===== src/rtl/riscv_pkg.sv =====
// ============================================================================
// Module : riscv_pkg
// Brief  : Shared encodings for the RV32I multi-cycle control unit.
// Rev    : 1.0  initial release
// ============================================================================
`default_nettype none

package riscv_pkg;

  localparam logic [6:0] c_op_rtype  = 7'b0110011;
  localparam logic [6:0] c_op_imm    = 7'b0010011;
  localparam logic [6:0] c_op_lui    = 7'b0110111;
  localparam logic [6:0] c_op_load   = 7'b0000011;
  localparam logic [6:0] c_op_store  = 7'b0100011;
  localparam logic [6:0] c_op_branch = 7'b1100011;
  localparam logic [6:0] c_op_jal    = 7'b1101111;

  localparam logic [3:0] c_alu_and = 4'd0;
  localparam logic [3:0] c_alu_or  = 4'd1;
  localparam logic [3:0] c_alu_add = 4'd2;
  localparam logic [3:0] c_alu_sub = 4'd6;
  localparam logic [3:0] c_alu_slt = 4'd7;
  localparam logic [3:0] c_alu_nor = 4'd12;

  localparam logic [1:0] c_src_a_pc    = 2'd0;
  localparam logic [1:0] c_src_a_oldpc = 2'd1;
  localparam logic [1:0] c_src_a_rs1   = 2'd2;
  localparam logic [1:0] c_src_a_zero  = 2'd3;

  localparam logic [1:0] c_src_b_rs2   = 2'd0;
  localparam logic [1:0] c_src_b_const4 = 2'd1;
  localparam logic [1:0] c_src_b_imm   = 2'd2;

  localparam logic [1:0] c_wb_aluout = 2'd0;
  localparam logic [1:0] c_wb_mdr    = 2'd1;
  localparam logic [1:0] c_wb_pc     = 2'd2;

  typedef enum logic [3:0] {
    RST_IDLE = 4'd0,
    FETCH    = 4'd1,
    DECODE   = 4'd2,
    EXEC_R   = 4'd3,
    EXEC_I   = 4'd4,
    MEM_ADDR = 4'd5,
    MEM_RD   = 4'd6,
    MEM_WR   = 4'd7,
    WB_ALU   = 4'd8,
    WB_MEM   = 4'd9,
    BRANCH   = 4'd10,
    JAL      = 4'd11,
    TRAP     = 4'd12
  } state_e;

endpackage

`default_nettype wire


===== src/rtl/riscv_alu_dec.sv =====
// ============================================================================
// Module : riscv_alu_dec
// Brief  : Combinational funct3/funct7 to ALU control decode with illegal flag.
// Rev    : 1.0  initial release
// ============================================================================
`default_nettype none

module riscv_alu_dec
  import riscv_pkg::*;
(
  input  logic       is_rtype,
  input  logic       is_lui,
  input  logic [2:0] funct3,
  input  logic       funct7_5,
  output logic [3:0] alu_ctl,
  output logic       illegal
);

  always_comb begin
    alu_ctl = c_alu_add;
    illegal = 1'b0;
    // LUI carries immediate bits in the funct3 field, so it is decoded first
    if (is_lui) begin
      alu_ctl = c_alu_add;
    end else begin
      case (funct3)
        3'b000:  alu_ctl = (is_rtype && funct7_5) ? c_alu_sub : c_alu_add;
        3'b111:  alu_ctl = c_alu_and;
        3'b110:  alu_ctl = c_alu_or;
        3'b010:  alu_ctl = c_alu_slt;
        default: illegal = 1'b1;
      endcase
    end
  end

endmodule

`default_nettype wire


===== src/rtl/riscv_multicycle_ctrl.sv =====
// ============================================================================
// Module : riscv_multicycle_ctrl
// Brief  : Multi-cycle RV32I control FSM with sticky trap and instret counter.
// Rev    : 1.0  initial release
// ============================================================================
`default_nettype none

module riscv_multicycle_ctrl
  import riscv_pkg::*;
(
  input  logic        clk,
  input  logic        rst_n,
  input  logic [6:0]  opcode,
  input  logic [2:0]  funct3,
  input  logic        funct7_5,
  input  logic        alu_zero,
  input  logic        mem_ready,
  output logic        mem_req,
  output logic        mem_we,
  output logic        ir_we,
  output logic        pc_we,
  output logic        reg_we,
  output logic        mdr_we,
  output logic [3:0]  alu_ctl,
  output logic [1:0]  alu_src_a,
  output logic [1:0]  alu_src_b,
  output logic        pc_src,
  output logic [1:0]  wb_sel,
  output logic        trap,
  output logic [31:0] instret
);

  state_e      r_state;
  state_e      w_state_nxt;
  logic [31:0] r_instret;
  logic        w_retire;
  logic [3:0]  w_dec_alu_ctl;
  logic        w_dec_illegal;
  logic        w_is_lui;

  assign w_is_lui = (opcode == c_op_lui);
  assign instret  = r_instret;

  riscv_alu_dec u_alu_dec (
    .is_rtype (r_state == EXEC_R),
    .is_lui   (w_is_lui),
    .funct3   (funct3),
    .funct7_5 (funct7_5),
    .alu_ctl  (w_dec_alu_ctl),
    .illegal  (w_dec_illegal)
  );

  always_ff @(posedge clk or negedge rst_n) begin
    if (!rst_n) begin
      r_state   <= RST_IDLE;
      r_instret <= '0;
    end else begin
      r_state <= w_state_nxt;
      if (w_retire) r_instret <= r_instret + 32'd1;
    end
  end

  always_comb begin
    w_state_nxt = r_state;
    w_retire    = 1'b0;
    mem_req     = 1'b0;
    mem_we      = 1'b0;
    ir_we       = 1'b0;
    pc_we       = 1'b0;
    reg_we      = 1'b0;
    mdr_we      = 1'b0;
    alu_ctl     = c_alu_add;
    alu_src_a   = c_src_a_pc;
    alu_src_b   = c_src_b_rs2;
    pc_src      = 1'b0;
    wb_sel      = c_wb_aluout;
    trap        = 1'b0;

    case (r_state)
      RST_IDLE: w_state_nxt = FETCH;
      FETCH: begin
        mem_req   = 1'b1;
        alu_src_a = c_src_a_pc;
        alu_src_b = c_src_b_const4;
        ir_we     = mem_ready;
        pc_we     = mem_ready;
        if (mem_ready) w_state_nxt = DECODE;
      end
      DECODE: begin
        // ALUOut captures OLDPC+imm here as the branch/JAL target
        alu_src_a = c_src_a_oldpc;
        alu_src_b = c_src_b_imm;
        case (opcode)
          c_op_rtype:           w_state_nxt = EXEC_R;
          c_op_imm, c_op_lui:   w_state_nxt = EXEC_I;
          c_op_load, c_op_store: w_state_nxt = MEM_ADDR;
          c_op_branch:          w_state_nxt = (funct3[2:1] == 2'b00) ? BRANCH : TRAP;
          c_op_jal:             w_state_nxt = JAL;
          default:              w_state_nxt = TRAP;
        endcase
      end
      EXEC_R: begin
        alu_src_a   = c_src_a_rs1;
        alu_src_b   = c_src_b_rs2;
        alu_ctl     = w_dec_alu_ctl;
        w_state_nxt = w_dec_illegal ? TRAP : WB_ALU;
      end
      EXEC_I: begin
        alu_src_a   = w_is_lui ? c_src_a_zero : c_src_a_rs1;
        alu_src_b   = c_src_b_imm;
        alu_ctl     = w_dec_alu_ctl;
        w_state_nxt = w_dec_illegal ? TRAP : WB_ALU;
      end
      MEM_ADDR: begin
        alu_src_a   = c_src_a_rs1;
        alu_src_b   = c_src_b_imm;
        w_state_nxt = (opcode == c_op_load) ? MEM_RD : MEM_WR;
      end
      MEM_RD: begin
        mem_req = 1'b1;
        mdr_we  = mem_ready;
        if (mem_ready) w_state_nxt = WB_MEM;
      end
      MEM_WR: begin
        mem_req = 1'b1;
        mem_we  = 1'b1;
        if (mem_ready) begin
          w_retire    = 1'b1;
          w_state_nxt = FETCH;
        end
      end
      WB_ALU, WB_MEM: begin
        reg_we      = 1'b1;
        wb_sel      = (r_state == WB_MEM) ? c_wb_mdr : c_wb_aluout;
        w_retire    = 1'b1;
        w_state_nxt = FETCH;
      end
      BRANCH: begin
        alu_src_a   = c_src_a_rs1;
        alu_src_b   = c_src_b_rs2;
        alu_ctl     = c_alu_sub;
        pc_src      = 1'b1;
        pc_we       = alu_zero ^ funct3[0];
        w_retire    = 1'b1;
        w_state_nxt = FETCH;
      end
      JAL: begin
        pc_we       = 1'b1;
        pc_src      = 1'b1;
        reg_we      = 1'b1;
        wb_sel      = c_wb_pc;
        w_retire    = 1'b1;
        w_state_nxt = FETCH;
      end
      TRAP: trap = 1'b1;
      default: w_state_nxt = RST_IDLE;
    endcase
  end

endmodule

`default_nettype wire


===== config.mk =====
export PLATFORM = sky130hd
export DESIGN_NAME = riscv_multicycle_ctrl
export DESIGN_NICKNAME = d
export VERILOG_FILES = /design/src/rtl/riscv_pkg.sv /design/src/rtl/riscv_alu_dec.sv /design/src/rtl/riscv_multicycle_ctrl.sv
export SDC_FILE = /design/constraint.sdc
export NUM_CORES = 1
export LEC_CHECK = 0
export CAP_MARGIN = 20
export CORE_MARGIN = 4
export CORE_UTILIZATION = 42
export DETAILED_ROUTE_END_ITERATION = 8
export PLACE_DENSITY = 0.8
export SETUP_SLACK_MARGIN = 0.3
export SYNTH_ARGS = -nofsm -noshare
export SYNTH_HDL_FRONTEND = slang
export SYNTH_SLANG_ARGS = --single-unit

===== constraint.sdc =====
create_clock -name clk -period 1.81 [get_ports clk]
set_clock_uncertainty 0.15 [all_clocks]
set_input_delay 0.362 -clock clk [delete_from_list [all_inputs] [get_ports clk]]
set_output_delay 0.362 -clock clk [all_outputs]
set_load 0.1 [all_outputs]

==> results summary, run 1 <==
The row count came out at 25. The number of buffers on the longest clock path is 2. The average footprint of a synthesized cell came out at 9.591 um^2. CTS built an H-tree with a depth of 2. After detailed placement, the total cell area comes to 3950 um^2.

The total of flip-flops plus latches after synthesis is 36. Of the synthesized area, sequential elements account for 0.4369. The die is 78.07 um tall. The tool reported: "[ERROR DPL-0038] Utilization greater than 100%, impossible to legalize". The total standard cell area after synthesis is 2062 um^2. The combinational family with the most area after synthesis is simple AND/OR/NAND/NOR gates. The boundary pin count came out at 65.

The count of flip-flops with a built-in enable after synthesis is 0. The share of flip-flops with an asynchronous set or reset is 1.000. The compound-cell area share of the yosys netlist is 0.1110. The total of buffers placed on input and output ports came out at 63. Yosys printed 0 warnings. The simple-gate portion of the synthesized area came out at 0.2706. Of the post-synthesis cell area, the part taken by muxes is 0.005461. The starting density of the core came out at 0.4337. In the global-route stage, repair_timing last flagged the worst endpoint as alu_ctl[0]. The congestion estimate from routability-driven global placement came to 0.8869. The net count after synthesis is 231.

The gate count after technology mapping came out at 215. The die is 78.07 um wide. Of the total synthesized cell area, the portion taken by full adders, half adders and majority gates is 0.006068. The XOR/XNOR share of the synthesized area is 0.1402. The clock net in this run drives a total of 36 sinks. The run stopped with a tool error. After the last repair the worst path ends at an output port. The number of distinct library cell variants in the gate-level netlist after synthesis came out at 49. In this run, CTS created clock tree buffers numbering 5. Entering global routing, the biggest net connects 23 pins. In the synthesized netlist the dominant register cell turns out to be sky130_fd_sc_hd__dfrtp_1. At the placement stage, the worst setup path has a slack of -0.8002 ns. It got as far as 5_1_grt and failed there. Detailed placement finished with a half-perimeter wire length of 5433 um. The tree is rooted in a sky130_fd_sc_hd__clkbuf_8.
[cells by family after synthesis]
kind of cell	count (synthesis)
compound gates	32
mux	1
other cells	1
buf+inv	11
simple gates	100
flops	36
xor+xnor	33
fa+ha+maj	1
[timing repair]
action | CTS
endpoints found under the hold margin | 20
gates cloned | 0
pin swaps | 23
resized for setup | 93
setup endpoints to repair | 63
hold buffers | 1
setup buffers | 19
[synth_stat cells, types with 3 or more instances]
cell	count	area (um^2)
sky130_fd_sc_hd__buf_4	4	30.03
sky130_fd_sc_hd__dfrtp_1	36	900.9
sky130_fd_sc_hd__nand3b_1	3	22.52
sky130_fd_sc_hd__nand3_1	14	70.07
sky130_fd_sc_hd__nor2b_1	4	25.02
sky130_fd_sc_hd__and4_1	6	52.55
sky130_fd_sc_hd__inv_1	3	11.26
sky130_fd_sc_hd__nand2b_1	5	31.28
sky130_fd_sc_hd__o21ai_0	6	30.03
sky130_fd_sc_hd__nor3_1	3	15.01
sky130_fd_sc_hd__and3_1	6	37.54
sky130_fd_sc_hd__nor2_1	15	56.30
sky130_fd_sc_hd__xor2_1	6	52.55
sky130_fd_sc_hd__a21oi_1	4	20.02
sky130_fd_sc_hd__nand2_1	20	75.07
sky130_fd_sc_hd__nand4_1	9	56.30
sky130_fd_sc_hd__clkbuf_1	3	11.26
sky130_fd_sc_hd__xnor2_1	27	236.5
[stage by stage]
| step | hold WS (ns) | setup TNS, ns | cells |
|---|---|---|---|
| CTS | 0.3704 | -7.561 | 420 |
| detailed placement | 0.2083 | -13.45 | 392 |
| floorplan | -0.08359 | -8.804 | 215 |
| global placement | 0.1910 | -11.14 | 392 |
==> run 2, diff against run 1 <==
--- a/config.mk
+++ b/config.mk
@@ -7,10 +7,9 @@
 export LEC_CHECK = 0
 export CAP_MARGIN = 20
 export CORE_MARGIN = 4
-export CORE_UTILIZATION = 42
+export CORE_UTILIZATION = 40
 export DETAILED_ROUTE_END_ITERATION = 8
-export PLACE_DENSITY = 0.8
-export SETUP_SLACK_MARGIN = 0.3
+export PLACE_DENSITY_LB_ADDON = 0.15
 export SYNTH_ARGS = -nofsm -noshare
 export SYNTH_HDL_FRONTEND = slang
 export SYNTH_SLANG_ARGS = --single-unit
==> constraint.sdc (replaced) <==
create_clock -name clk -period 2.4 [get_ports clk]
set_clock_uncertainty 0.15 [all_clocks]
set_input_delay 0.48 -clock clk [delete_from_list [all_inputs] [get_ports clk]]
set_output_delay 0.48 -clock clk [all_outputs]
set_load 0.1 [all_outputs]
==> results summary, run 2 <==
The run finished, with violations left. The checks that failed: negative setup slack. Across all layers, the routed design uses 1961 vias. Buffers inserted during clock tree synthesis total 5.

The gate count after technology mapping is 215. The first routing iteration left 48 violations. Once detailed placement completed, the half-perimeter wirelength came to 3978 um. The achievable clock frequency is 405.8 MHz. The final antenna-violating net count came out at 0. The number of inserted filler cells in the final layout came out at 363.

The synthesized design spends more area on one cell type than any other, namely sky130_fd_sc_hd__dfrtp_1. The number of antenna violations at the first check in global routing came out at 0. The commonest cells after synthesis are sky130_fd_sc_hd__dfrtp_1 (36), sky130_fd_sc_hd__xnor2_1 (27), sky130_fd_sc_hd__nand2_1 (20). Entering global routing, the biggest net connects 37 pins. Among all flip-flop cells after synthesis, the most frequent one is sky130_fd_sc_hd__dfrtp_1. Clock latency on the worst-skew pair, taken at its later pin, is 0.29 ns.

The critical path startpoint is r_state[1]. In the layout the commonest cells are sky130_fd_sc_hd__buf_4 (62), sky130_fd_sc_hd__dfrtp_1 (30), sky130_fd_sc_hd__xnor2_1 (27), sky130_fd_sc_hd__nand2_1 (20), sky130_fd_sc_hd__buf_12 (18). The count of TritonRoute iterations in the first routing pass is 4. The count of flip-flops with a built-in enable after synthesis is 0. The number of failing setup endpoints in the final timing report came out at 2.

Counting I/O delays and the setup requirement, the final critical path takes 2.464 ns. After detailed routing, the total wire length is 5142 um. The capturing element type of the critical path is an output pin.

The proportion of synthesized chip area in sequential cells came out at 0.4369. The number of global-route vias before repair is 1943. The number of buffers inserted for hold repair after clock tree synthesis is 0.

The boundary pin count came out at 65. After synthesis, the cell types taking the most area are sky130_fd_sc_hd__dfrtp_1 (44%), sky130_fd_sc_hd__xnor2_1 (11%), sky130_fd_sc_hd__nand2_1 (3.6%). The setup path with the least slack is of type reg -> out. The analysis attributes to cell leakage a power of 1.449 nW.

The final global-route overflow total came out at 0. From synthesis to final layout, the design area changed by 61.47%. The most frequent standard cell in the layout excluding fill and tap cells is sky130_fd_sc_hd__buf_4. The average footprint of a synthesized cell is 9.591 um^2. Among all cell types in the netlist, the one instantiated most often is sky130_fd_sc_hd__dfrtp_1. The number of hold violations in the final report is 0.

In this run the power density over the cells is 1134 nW/um^2. The maximum fanout along the worst path is 4. The share of the core filled with cells came out at 0.6867. Summing every instance area after synthesis gives 2062 um^2. In this run the critical register-to-register path is launched from r_state[2]. The highest metal layer with signal wires is met4. The root buffer cell chosen for the clock tree is sky130_fd_sc_hd__clkbuf_8. The maximum vdd drop came out at 0.0006655 V. The flip-flop count of the largest register, all copies and words added is 32. The data required time of the critical path came out at 1.77 ns. The net count of the finished layout is 325.

The number of sinks handled by clock tree synthesis is 36. TritonCTS built the clock tree. The net count after synthesis is 231.

The wire length on met1 is 2284 um. The minimum setup slack after placement is -0.2281 ns. The endpoint of the worst-slack reg-to-reg timing path is instret[24]. The remaining routing DRC violations came out at 0. Following the worst setup path forward leads to its endpoint at alu_ctl[0]. The synthesis warning total is 0.

The arrival time of the worst setup path is 1.83 ns. In this run the worst hold path is classified as reg -> reg. Setup repair after global routing could not meet its margin everywhere. The share of post-route cells with drive strength above 1 came out at 0.3774. The total of buffers placed on input and output ports is 63. The per-cell via count in the routed design came out at 5.202.

The nature of the critical path startpoint is a register. Routability-driven placement finished with a final weighted congestion of 0.8446. Setup slack on the worst reg-to-reg path comes out at 0.36 ns. The number of cells on the worst reg-to-reg path came out at 7. The initial utilization of the core area, before any placement, comes to 0.4253. The share of Yosys cell area claimed by the top area cell type came out at 0.4369. Counting flops with an async set or reset pin after synthesis yields a share of 1.000. The die area came out at 6367 um^2.

The worst path setup slack after routing came out at -0.06412 ns. Across every metal layer, demand over resource in global routing totals 0.1780. The clock edge transition at the registers on the reported setup and hold paths came out at 0.07 ns. The final routed wire length divided by cell count came out at 13.64 um. The row count came out at 25.

The number of distinct library cell variants in the gate-level netlist after synthesis came out at 49. The number of max-cap violations came out at 0. The x dimension of the die is 79.80 um. CTS built an H-tree with a depth of 2. The max-slew violation total from the final report is 0. Summed over all nets, wire length on met2 after detailed routing comes to 2537 um. Synthesis inferred 36 register bits. The global-route wire length before repair is 9025 um. The number of diodes is 0. The number of buffers on the longest clock path is 2. The core footprint is 4848 um^2. The die extent in y came out at 79.80 um. The met3 routed wirelength is 253 um. The part of the cycle the worst path needs came out at 1.027.
-- run 2: cell counts after synthesis --
No cell type changed its count.
-- run 2: metal layers --
| metal | vias to the layer above | track usage |
|---|---|---|
| met3 | 6 | 0.04628 |
| met2 | 43 | 0.2947 |
| met5 | - | 0 |
| met1 | 948 | 0.2286 |
| met4 | 0 | 0.05236 |
| li1 | 964 | - |
-- run 2: logic make-up (layout without fill, tap and decap cells) --
logic type               after synthesis  in the layout  share of synthesized area
adder cells (fa/ha/maj)                1              1                   0.006067
XOR/XNOR                              33             33                     0.1402
flip-flops                            36             36                     0.4369
AO/OA/AOI/OAI                         32             32                     0.1110
buffers and inverters                 11            106                    0.02791
AND/OR/NAND/NOR                      100            100                     0.2706
multiplexers                           1              1                   0.005461
other                                  1              1                   0.001819
-- run 2: how the worst min path moves through the flow --
stage	to	slack, ns	start	cells after the start
final	instret[28]	0.34	instret[28]	1
after detailed placement	instret[31]	0.33	instret[31]	1
after global placement	instret[6]	0.32	instret[6]	1
after CTS	instret[31]	0.34	instret[31]	1
after floorplan	instret[0]	0.03	rst_n	0
after global routing	instret[31]	0.35	instret[31]	1
-- run 2: area by class of cell --
class / count / area [um^2] / share of cell area
Inverter: 3 / 11.26 / 0.003382
Timing Repair Buffer: 95 / 970.9 / 0.2916
Clock buffer: 5 / 68.82 / 0.02067
Clock inverter: 3 / 46.29 / 0.01390
Multi-Input combinational cell: 168 / 1240 / 0.3724
Tap cell: 67 / 83.83 / 0.02518
Sequential cell: 36 / 908.4 / 0.2728
-- run 2: worst max-delay path: stages (launching register included) --
cell                       delay (ns)
sky130_fd_sc_hd__dfrtp_1         0.42
sky130_fd_sc_hd__nand3b_1        0.21
sky130_fd_sc_hd__a211o_1         0.37
sky130_fd_sc_hd__buf_6           0.14
sky130_fd_sc_hd__nor3b_4         0.20
sky130_fd_sc_hd__buf_12          0.20
-- run 2: stage by stage --
step / area (um^2) / total power, mW / cells / setup TNS (ns) / hold WS, ns
after CTS: 3319 / 3.788 / 376 / -0.07698 / 0.3420
after global placement: 3167 / 3.189 / 364 / -0.7614 / 0.3174
after global routing: 3329 / 3.970 / 377 / -0.3450 / 0.3524
after floorplan: 2221 / 2.497 / 215 / -1.977 / 0.03441
final: 3329 / 3.775 / 377 / -0.07912 / 0.3378
after detailed placement: 3167 / 3.203 / 364 / -0.9395 / 0.3255
-- run 2: power by group --
part | internal, mW | total, mW | switching (mW)
clock | 0.313 | 0.538 | 0.226
combinational | 0.820 | 2.45 | 1.63
sequential | 0.696 | 0.790 | 0.0939
total | 1.83 | 3.77 | 1.95
-- run 2: repair_timing --
action	in CTS	in global routing
gates resized for setup	11	1
buffers inserted	4	2
pin swaps	5	2
setup endpoints to repair	5	5
Power figures use the tool's default switching activity.
==> run 3, diff against run 2 <==
--- a/config.mk
+++ b/config.mk
@@ -13,3 +13,4 @@
 export SYNTH_ARGS = -nofsm -noshare
 export SYNTH_HDL_FRONTEND = slang
 export SYNTH_SLANG_ARGS = --single-unit
+export TNS_END_PERCENT = 100
==> results of run 3 <==
Same layout as run 2: the final DEF is identical, and so are final timing and power.
==> run 4, diff against run 3 <==
--- a/config.mk
+++ b/config.mk
@@ -5,11 +5,13 @@
 export SDC_FILE = /design/constraint.sdc
 export NUM_CORES = 1
 export LEC_CHECK = 0
+export ABC_AREA = 1
 export CAP_MARGIN = 20
 export CORE_MARGIN = 4
 export CORE_UTILIZATION = 40
 export DETAILED_ROUTE_END_ITERATION = 8
 export PLACE_DENSITY_LB_ADDON = 0.15
+export SLEW_MARGIN = 20
 export SYNTH_ARGS = -nofsm -noshare
 export SYNTH_HDL_FRONTEND = slang
 export SYNTH_SLANG_ARGS = --single-unit
==> results summary, run 4 <==
The flow ran to the end, and the final reports show no timing, DRC or antenna violations. For this run, the number of standard cells in the final layout without fillers is 565. The maximum fanout along the worst path came out at 5. The worst path setup slack after routing is 0.06193 ns.

Setup repair after global routing could not meet its margin everywhere. The minimum setup slack after placement is -0.01470 ns. The x dimension of the die came out at 89.55 um. The clock edge transition at the registers on the reported setup and hold paths came out at 0.08 ns. The weighted congestion reported at the end of routability-driven placement came out at 0.9542. The remaining routing DRC violations came out at 0. The global-route wire length before repair came out at 11560 um. The total of buffers placed on input and output ports came out at 63. The global routing usage summed across all routing layers came out at 0.1815. In the synthesized netlist, the cells that appear most often are sky130_fd_sc_hd__nand2_1 (160), sky130_fd_sc_hd__nor2_1 (58), sky130_fd_sc_hd__inv_1 (39).

The cell at the root of the clock tree is sky130_fd_sc_hd__clkbuf_8. The net count of the finished layout is 503. The starting density of the core is 0.4165. The part of the cycle the worst path needs is 0.9742. The number of different library cells used by synthesis comes to 32. The level count of the clock H-tree is 2.

The number of buffers on the longest clock path is 2. In the final layout, flip-flops and latches occupy 904.6 um^2. After synthesis, the cell types taking the most area are sky130_fd_sc_hd__dfrtp_1 (34%), sky130_fd_sc_hd__nand2_1 (23%), sky130_fd_sc_hd__nor2_1 (8.2%). In this run the cell area of the synthesized design comes to 2660 um^2. The cell type with the largest total area after synthesis is sky130_fd_sc_hd__dfrtp_1. Counting the buffers created by CTS gives 5. The worst setup path is launched from a register. The final layout contains routed wiring with a total length of 7004 um. For the pin with the worst max-slew slack, the measured transition is 0.8164 ns. The number of hold violations in the final report is 0. A synthesized cell averages 6.456 um^2. The clock insertion delay at the later pin of the skew report came out at 0.29 ns. Setup violations remaining at the end of the flow were counted as 0. In this design, the largest share of critical-path delay is due to simple AND/OR/NAND/NOR gates. The maximum number of pins on one net before global-route repair is 37. The share of synthesized area in the top cell type comes to 0.3387. TritonCTS built the clock tree. The power density over the cells is 305.0 nW/um^2. The number of buffers inserted for hold repair after clock tree synthesis is 0. The die covers 8019 um^2. The leakage power total is 1.741 nW. Among all stages on the critical path, the largest delay is contributed by sky130_fd_sc_hd__dfrtp_1. The type of the worst setup path is reg -> out.

The mux share of post-synthesis cell area is 0. The worst hold path belongs to the class in -> async. The cell with the most instances after synthesis is sky130_fd_sc_hd__nand2_1. Counting flops with a built-in enable in the synthesized netlist gives 0. By area, the combinational part of the netlist is dominated by simple AND/OR/NAND/NOR gates.

The compound-cell area share of the yosys netlist came out at 0.03904. For the worst setup path, the data required time is 1.77 ns. The starting DRC count in detailed routing came out at 123. The first detailed-routing pass ran for 4 iterations. Data on the critical path arrives at its endpoint at 1.71 ns. The share of post-route cells with drive strength above 1 is 0.2459.

The number of global-route vias before repair is 2490. The final global-route overflow total came out at 0. The most used flip-flop cell after synthesis is sky130_fd_sc_hd__dfrtp_1. The tightest slew margin relative to the limit came out at 0.4557. The share of the Yosys chip area taken by registers is 0.3387. The row count came out at 29.

The flip-flop count of the largest register, all copies and words added came out at 32. The number of nets in the synthesized netlist is 428. The number of inserted filler cells in the final layout is 608. The number of diodes is 0. The simple-gate portion of the synthesized area came out at 0.4807. Of the total synthesized cell area, the portion taken by XOR and XNOR cells is 0.05268.

The final antenna-violating net count came out at 0. The core footprint came out at 6386 um^2. The detailed-placement wirelength estimate came out at 5671 um. In the layout the commonest cells are sky130_fd_sc_hd__nand2_1 (159), sky130_fd_sc_hd__nor2_1 (49), sky130_fd_sc_hd__buf_4 (42), sky130_fd_sc_hd__inv_1 (37), sky130_fd_sc_hd__dfrtp_1 (33). VDD sags by at most 0.0002404 V.

The biggest cell delay along the critical path is 0.42 ns. The synthesized design contains 36 register bits. The gate count after technology mapping came out at 412. The number of max-cap violations came out at 0.

The final worst hold slack is 0.1181 ns. The number of antenna violations at the first check in global routing came out at 0. The share of synthesized cell area in full adder, half adder and majority cells is 0.004704.

The die extent in y came out at 89.55 um. The total placed cells including tap cells came out at 553. The max-slew violation total from the final report is 0. Clock tree synthesis found a total of 36 sinks.

The per-cell via count in the routed design came out at 4.903. The area used by multi-input combinational logic came out at 1594 um^2. The share of flip-flops with an asynchronous set or reset came out at 1.000. The critical path goes through buf_4 -> nand2_2 -> nor2_1 -> or3_1 -> buf_12. The boundary pin count is 65. The routed layout has 2770 vias. The library cell used most frequently in the layout, excluding fill and tap cells, is sky130_fd_sc_hd__nand2_1. The achievable clock frequency came out at 427.7 MHz. The total buffers and inverters traversed by the critical path is 2. STA classifies the critical path endpoint as an output pin. The final period demand of the worst path is 2.338 ns. The final routed wire length divided by cell count is 12.40 um. The layout overhead on the synthesized area came out at 37.16%. The synthesis warning total came out at 0.
run 4: changes by cell type after synthesis, moves of 8 or more:
cell	delta
sky130_fd_sc_hd__nor3_1	+10
sky130_fd_sc_hd__nand2_1	+140
sky130_fd_sc_hd__nor2_1	+43
sky130_fd_sc_hd__xnor2_1	-22
sky130_fd_sc_hd__inv_2	+8
sky130_fd_sc_hd__inv_1	+36
run 4: layout make-up:
type                    instances  share of cell area
clock buffers                   5             0.01886
clock inverters                 3            0.005144
multi-input cells             324              0.4369
flip-flops and latches         36              0.2479
inverters                      47             0.04835
well taps                      77             0.02641
repair buffers                 73              0.2164
run 4: path summary, 6_finish.rpt:
path	end	cells after the start	slack, ns	from
max in group asynchronous	instret[1]	1	1.41	rst_n
worst min register to register	instret[0]	1	0.37	instret[0]
worst max register to register	instret[4]	9	0.53	r_state[3]
worst max-delay path	alu_src_a[1]	5	0.06	r_state[2]
worst min-delay path	instret[17]	1	0.12	rst_n
min in group clk	instret[0]	1	0.37	instret[0]
run 4: worst register-to-register path, delay by kind of cell, from the launching register on:
kind	cells	cell delay (ns)
simple gates	6	0.76
buf+inv	2	0.29
xor+xnor	1	0.12
flops	1	0.44
run 4: power breakdown:
part           switching, mW  internal [mW]
logic                 0.0391         0.0284
registers                  0          0.606
clock network          0.237          0.202
run 4: stage by stage:
step                  util  power (mW)  TNS [ns]  cell area (um^2)
floorplan                -      0.6396    -1.074              2708
CTS                 0.5654       1.132         0              3611
global placement    0.5513      0.6848         0              3521
global route        0.5713       1.163  -0.05515              3649
finish              0.5713       1.113         0              3649
detailed placement  0.5513      0.6869  -0.01470              3521
run 4: kinds of logic (layout without fill, tap and decap cells):
logic type,count (synthesis),count (layout)
other,1,1
XOR/XNOR,16,16
adder cells (fa/ha/maj),1,1
AND/OR/NAND/NOR,286,286
AO/OA/AOI/OAI,20,20
flip-flops,36,36
buffers and inverters,52,128
run 4: repair_timing:
item                       4_1_cts  5_1_grt
pin swaps                        1        1
setup endpoints to repair        3        6
gates resized for setup          4        4
setup buffers                    0        4
gates cloned                     0        0
run 4: metal layers:
layer,up-vias,wire length (um),track usage
li1,1427,-,-
met1,1269,3357,0.2582
met2,67,3232,0.2945
met3,7,364,0.02673
met4,0,50,0.03383
met5,-,0,0
